==> src/rtl/washer_pkg.sv <==
// Shared washer definitions: temperature width, heater FSM states and default
// regulation constants used by the wash-mode, temperature and heater stages.
package washer_pkg;

    localparam int TEMP_W                 = 6;
    localparam int DEFAULT_HYST           = 2;
    localparam int DEFAULT_TIMEOUT_CYCLES = 3000;
    localparam int DEFAULT_CNT_W          = 12;

    typedef enum logic [1:0] {
        ST_IDLE  = 2'd0,
        ST_HEAT  = 2'd1,
        ST_HOLD  = 2'd2,
        ST_FAULT = 2'd3
    } heater_state_t;

    // Subtraction clamped at zero so a small target never wraps to a high threshold.
    function automatic logic [TEMP_W-1:0] sat_sub(
        input logic [TEMP_W-1:0] a,
        input logic [TEMP_W-1:0] b
    );
        logic [TEMP_W-1:0] res;
        if (a > b) begin
            res = a - b;
        end else begin
            res = {TEMP_W{1'b0}};
        end
        return res;
    endfunction

endpackage

==> src/rtl/heat_timeout_counter.sv <==
// Heating time budget counter: counts enabled cycles and flags the last allowed one.
module heat_timeout_counter #(
    parameter int TIMEOUT_CYCLES = 3000,
    parameter int CNT_W          = 12
) (
    input  logic clk,
    input  logic reset,
    input  logic clear,
    input  logic enable,
    output logic expired
);

    localparam logic [CNT_W-1:0] LAST = CNT_W'(TIMEOUT_CYCLES - 1);

    logic [CNT_W-1:0] count_r;

    // Cycle counter; saturates at LAST so it can never wrap back to zero.
    always_ff @(posedge clk or negedge reset) begin
        if (!reset) begin
            count_r <= {CNT_W{1'b0}};
        end else if (clear) begin
            count_r <= {CNT_W{1'b0}};
        end else if (enable && (count_r != LAST)) begin
            count_r <= count_r + {{(CNT_W-1){1'b0}}, 1'b1};
        end else begin
            count_r <= count_r;
        end
    end

    assign expired = (count_r == LAST);

endmodule

==> src/rtl/water_heater_controller.sv <==
// Water heater controller: heats to the latched wash temperature, then regulates
// with hysteresis; reports temperature reached and heating timeout fault.
module water_heater_controller
    import washer_pkg::*;
#(
    parameter int HYST           = DEFAULT_HYST,
    parameter int TIMEOUT_CYCLES = DEFAULT_TIMEOUT_CYCLES,
    parameter int CNT_W          = DEFAULT_CNT_W
) (
    input  logic              clk,
    input  logic              reset,
    input  logic              start,
    input  logic              abort,
    input  logic [TEMP_W-1:0] selected_temperature,
    input  logic [TEMP_W-1:0] measured_temp,
    input  logic              measured_valid,
    output logic              heater_on,
    output logic              temp_reached,
    output logic              heat_fault,
    output logic              busy
);

    localparam logic [TEMP_W-1:0] HYST_V = TEMP_W'(HYST);

    heater_state_t     state_r, state_s;
    logic [TEMP_W-1:0] target_r, target_s;
    logic              heater_on_r, heater_on_s;
    logic              temp_reached_r, temp_reached_s;
    logic              heat_fault_r, heat_fault_s;
    logic              busy_r, busy_s;
    logic              cnt_clear_s, cnt_enable_s, expired_s;
    logic [TEMP_W-1:0] low_thresh_s;

    heat_timeout_counter #(
        .TIMEOUT_CYCLES (TIMEOUT_CYCLES),
        .CNT_W          (CNT_W)
    ) u_timeout (
        .clk     (clk),
        .reset   (reset),
        .clear   (cnt_clear_s),
        .enable  (cnt_enable_s),
        .expired (expired_s)
    );

    assign low_thresh_s = sat_sub(target_r, HYST_V);

    // Next-state and next-output decode; abort overrides every state.
    always_comb begin
        state_s        = state_r;
        target_s       = target_r;
        heater_on_s    = heater_on_r;
        temp_reached_s = temp_reached_r;
        heat_fault_s   = heat_fault_r;
        busy_s         = busy_r;
        cnt_clear_s    = 1'b0;
        cnt_enable_s   = 1'b0;

        if (abort) begin
            state_s        = ST_IDLE;
            heater_on_s    = 1'b0;
            temp_reached_s = 1'b0;
            heat_fault_s   = 1'b0;
            busy_s         = 1'b0;
            cnt_clear_s    = 1'b1;
        end else begin
            case (state_r)
                ST_IDLE: begin
                    heater_on_s    = 1'b0;
                    temp_reached_s = 1'b0;
                    heat_fault_s   = 1'b0;
                    busy_s         = 1'b0;
                    if (start) begin
                        target_s    = selected_temperature;
                        cnt_clear_s = 1'b1;
                        busy_s      = 1'b1;
                        if (selected_temperature == {TEMP_W{1'b0}}) begin
                            state_s        = ST_HOLD;
                            temp_reached_s = 1'b1;
                        end else begin
                            state_s     = ST_HEAT;
                            heater_on_s = 1'b1;
                        end
                    end else begin
                        state_s = ST_IDLE;
                    end
                end
                ST_HEAT: begin
                    cnt_enable_s = 1'b1;
                    busy_s       = 1'b1;
                    // A success sample on the timeout cycle still counts as success.
                    if (measured_valid && (measured_temp >= target_r)) begin
                        state_s        = ST_HOLD;
                        heater_on_s    = 1'b0;
                        temp_reached_s = 1'b1;
                    end else if (expired_s) begin
                        state_s      = ST_FAULT;
                        heater_on_s  = 1'b0;
                        heat_fault_s = 1'b1;
                    end else begin
                        heater_on_s = 1'b1;
                    end
                end
                ST_HOLD: begin
                    temp_reached_s = 1'b1;
                    busy_s         = 1'b1;
                    if (measured_valid && (measured_temp < low_thresh_s)) begin
                        heater_on_s = 1'b1;
                    end else if (measured_valid && (measured_temp >= target_r)) begin
                        heater_on_s = 1'b0;
                    end else begin
                        heater_on_s = heater_on_r;
                    end
                end
                ST_FAULT: begin
                    heater_on_s  = 1'b0;
                    heat_fault_s = 1'b1;
                    busy_s       = 1'b1;
                end
                default: begin
                    state_s        = ST_IDLE;
                    heater_on_s    = 1'b0;
                    temp_reached_s = 1'b0;
                    heat_fault_s   = 1'b0;
                    busy_s         = 1'b0;
                end
            endcase
        end
    end

    // State, latched target and registered outputs.
    always_ff @(posedge clk or negedge reset) begin
        if (!reset) begin
            state_r        <= ST_IDLE;
            target_r       <= {TEMP_W{1'b0}};
            heater_on_r    <= 1'b0;
            temp_reached_r <= 1'b0;
            heat_fault_r   <= 1'b0;
            busy_r         <= 1'b0;
        end else begin
            state_r        <= state_s;
            target_r       <= target_s;
            heater_on_r    <= heater_on_s;
            temp_reached_r <= temp_reached_s;
            heat_fault_r   <= heat_fault_s;
            busy_r         <= busy_s;
        end
    end

    assign heater_on    = heater_on_r;
    assign temp_reached = temp_reached_r;
    assign heat_fault   = heat_fault_r;
    assign busy         = busy_r;

endmodule

==> config.mk <==
export PLATFORM = sky130hd
export DESIGN_NAME = water_heater_controller
export DESIGN_NICKNAME = d
export VERILOG_FILES = /design/src/rtl/washer_pkg.sv /design/src/rtl/heat_timeout_counter.sv /design/src/rtl/water_heater_controller.sv
export SDC_FILE = /design/constraint.sdc
export NUM_CORES = 1
export LEC_CHECK = 0
export ABC_AREA = 1
export CORE_MARGIN = 4
export CORE_UTILIZATION = 40
export DETAILED_ROUTE_END_ITERATION = 7
export MAX_ROUTING_LAYER = met4
export PLACE_DENSITY = 0.58
export SETUP_SLACK_MARGIN = 0.15
export SLEW_MARGIN = 20
export SYNTH_ARGS = -nofsm -noshare
export SYNTH_HDL_FRONTEND = slang
export SYNTH_SLANG_ARGS = --single-unit
export TNS_END_PERCENT = 50
==> constraint.sdc <==
create_clock -name clk -period 2.4 [get_ports clk]
set_clock_uncertainty 0.15 [all_clocks]
set_input_delay 0.48 -clock clk [delete_from_list [all_inputs] [get_ports clk]]
set_output_delay 0.48 -clock clk [all_outputs]
set_load 0.1 [all_outputs]
==> summary.txt <==
Outcome
  • Status: finished clean

Cells and area
  • Nets: 318
  • Ant diodes: 0
  • Final non-filler cell total: 335
  • P&R area growth vs syn: 22.7%
  • Layout cells sized above 1: 14.8%
  • FILL cells: 452

STA
  • Normalized max-slew margin: 77.8%
  • Final TNS setup: 0 ns
  • Fin crit share: 89.6%
  • RSZ-0062 raised after global routing: yes
  • Slew Viols, Final: 0
  • Min Hold Slack: 0.346 ns
  • Minimum clock period: 2.15 ns
  • Measured slew at the worst slew-check pin: 0.332 ns
  • Final hold vios: 0
  • Final setup vio count: 0
  • Fmax: 465 MHz

Logic synthesis
  • Number of enable flip-flop cells after synthesis: 0
  • Synth Instances: 252
  • Synth Net Count: 286
  • Area leader, netlist: dfrtp_1
  • Top post-synthesis cells by area: dfrtp_1, nand2_1, ha_1, inv_1, nor2_1
  • Synth top area share: 33.4%
  • Multiplexer area fraction after synthesis: 0%
  • Netlist cell types: 28
  • Ys async rst share: 100%
  • Commonest cells in the netlist: nand2_1, inv_1, nor2_1
  • Main synth FF type: dfrtp_1
  • Yosys reg bits: 24
  • Synthesis Warnings: 0
  • Largest family of logic cells by synthesized area: simple AND/OR/NAND/NOR gates
  • Simple-gate share of the synthesized area: 34.4%
  • Netlist Area Pre-Place: 1800 sq um
  • Synth Area in Adders: 11.8%
  • Mapped Avg Cell Area: 7.14 sq um
  • Sequential share of the synthesized area: 33.4%
  • Xor/xnor share of the synthesized area: 0.486%
  • Post-synthesis compound-gate area fraction: 11.1%
  • Most common cell in the netlist: nand2_1

Floorplan
  • Num rows: 24
  • Starting Density: 41.4%
  • Die Footprint: 5640 sq um
  • Core Box Area: 4350 sq um
  • I/O pin cnt: 21
  • DIE HEIGHT: 75.1 um
  • Chip Width: 75.1 um

Power and ir drop
  • Leak: 1.03 nW
  • VDD IR max: 485 uV
  • Total power: 0.00194 W
  • Pwr Density: 879 nW/um^2

Setup path
  • Critical Path End Type: flip-flop
  • Slowest CP cell: dfrtp_1
  • Crit Path Max Fanout: 4
  • Chain of cells forming the critical path: inv_2, ha_4, inv_1, nor2_2, nand2_1, nand2_1, nand3_2, ha_4, nand2_1, nand2_1, nor2_1, and3_4, nand2_1, nand2_1, nand3_1, nand2_1
  • Arrival @ worst endpoint: 2.21 ns
  • Worst setup SP type: flip-flop
  • Largest stage delay on the critical path: 0.39 ns
  • Cell mode on critical path: nand2_1
  • Critical Path RT: 2.46 ns
  • Crit path kind: flip-flop to flip-flop

Clock network
  • Hold Buf Count CTS: 0
  • Skew-Pair Late Insertion Delay: 0.27 ns
  • CTS root buf: clkbuf_8
  • CTS clk-pin slew, worst paths: 0.09 ns
  • CTS tree: built
  • Clock Sinks: 24
  • Max Root-Sink Buffers: 2
  • Num CTS Buffers: 3
  • CTS H-tree lvls: 1

Place
  • Post-placement cell count: 328
  • Gpl congestion: 0.854
  • PortBufs: 20
  • DPL Wire Length: 3.16 mm

Global routing
  • Largest net degree at the start of global routing: 25
  • GRT Total Usage: 16.5%
  • Vias in the first global route: 1543
  • First-pass GRT wire length: 6.93 mm
  • Grt ovf: 0
  • Initial antenna violation count: 0

Flow run
  • Max Cap Viol: 0

Route
  • Drt first-iter violations: 76
  • Total wire length: 4.08 mm
  • Vias per cell: 4.93
  • Total number of vias: 1650
  • DR WL/cell: 12.2 um
  • DRC violations left: 0
  • Post-route ant nets: 0
  • Router iterations before antenna repair: 5

Min path
  • Tightest Hold Check Type: flip-flop to flip-flop
## power breakdown
group          leakage, nW  internal (W)  switching (W)  total, W
clock               0.0288      0.000147       0.000134  0.000281
sequential           0.311      0.000493      0.0000647  0.000558
combinational        0.691      0.000404       0.000700   0.00110
total                 1.03       0.00104       0.000899   0.00194
## through the flow
| step | area [sq um] | setup slack, ns | util (%) |
|---|---|---|---|
| 6_report | 2210 | 0.251 | 50.7 |
| 3_5_place_dp | 2080 | 0.00385 | 47.9 |
| 2_1_floorplan | 1800 | 0.326 | - |
| 5_1_grt | 2210 | 0.127 | 50.7 |
| 3_3_place_gp | 2080 | 0.0311 | 47.9 |
| 4_1_cts | 2160 | 0.205 | 49.6 |
## final cells by class
cell class	instances	area, sq um	area share (%)
multi-input combinational	189	1090	49.3
sequential	24	601	27.2
timing repair buffer	30	265	12.0
inverter	36	135	6.12
tap	52	65.1	2.94
clock buffer	4	55.1	2.49
## cells by family (layout without fill, tap and decap cells)
kind of cell / count (synthesis) / in the layout
AOI/OAI and AO/OA: 35 / 35
xor gates and xnor gates: 1 / 1
adders and majority gates: 17 / 17
buffers and inverters: 39 / 70
DFF: 24 / 24
and+or+nand+nor: 136 / 136
## worst max-delay path: cells and delay by family, from the launching register on
family	cells	cell delay, ns
flops	1	0.39
buf+inv	2	0.13
fa+ha+maj	2	0.40
simple gates	12	1.03
## path summary, 6_finish.rpt
kind,from,end,slack (ns),cells past startpoint
setup / recovery,target_r[2]$_DFFE_PN0P_,heater_on$_DFFE_PN0P_,0.25,16
hold / removal,u_timeout.count_r[6]$_DFFE_PN0P_,u_timeout.count_r[6]$_DFFE_PN0P_,0.35,1
setup reg to reg,target_r[2]$_DFFE_PN0P_,heater_on$_DFFE_PN0P_,0.25,16
hold reg to reg,u_timeout.count_r[6]$_DFFE_PN0P_,u_timeout.count_r[6]$_DFFE_PN0P_,0.35,1
max in group asynchronous,reset,state_r[0]$_DFFE_PN0P_,1.45,2
min in group asynchronous,reset,u_timeout.count_r[7]$_DFFE_PN0P_,0.41,2
## layout by cell type, fill, tap and decap left out, types with 10 or more instances in the layout
master           count
nand2_1             59
inv_1               31
nor2_1              30
dfrtp_1             24
nand3_1             20
clkdlybuf4s50_1     16
ha_1                15
buf_4               14
a21oi_1             13
o21ai_0             12
nand4_1             10
## registers in the layout (all words and copies together), names as in the netlist
signal	count
target_r	6
heater_on	1
state_r	2
temp_reached	1
busy	1
heat_fault	1
u_timeout.count_r	12
## timing repair
item                                    in CTS  in global routing
resized for setup                            3                  7
buffers inserted                             0                  3
pin swaps                                    0                  4
cloned                                       0                  0
endpoints found under the setup margin       1                  4
## layer usage
layer	up-vias	GRT usage [%]	share of wire [%]
met2	19	24.3	44
met3	4	2.00	2.6
li1	884	-	-
met5	-	-	0
met1	743	23.2	52
met4	0	5.93	1.4
Power figures use the tool's default switching activity.
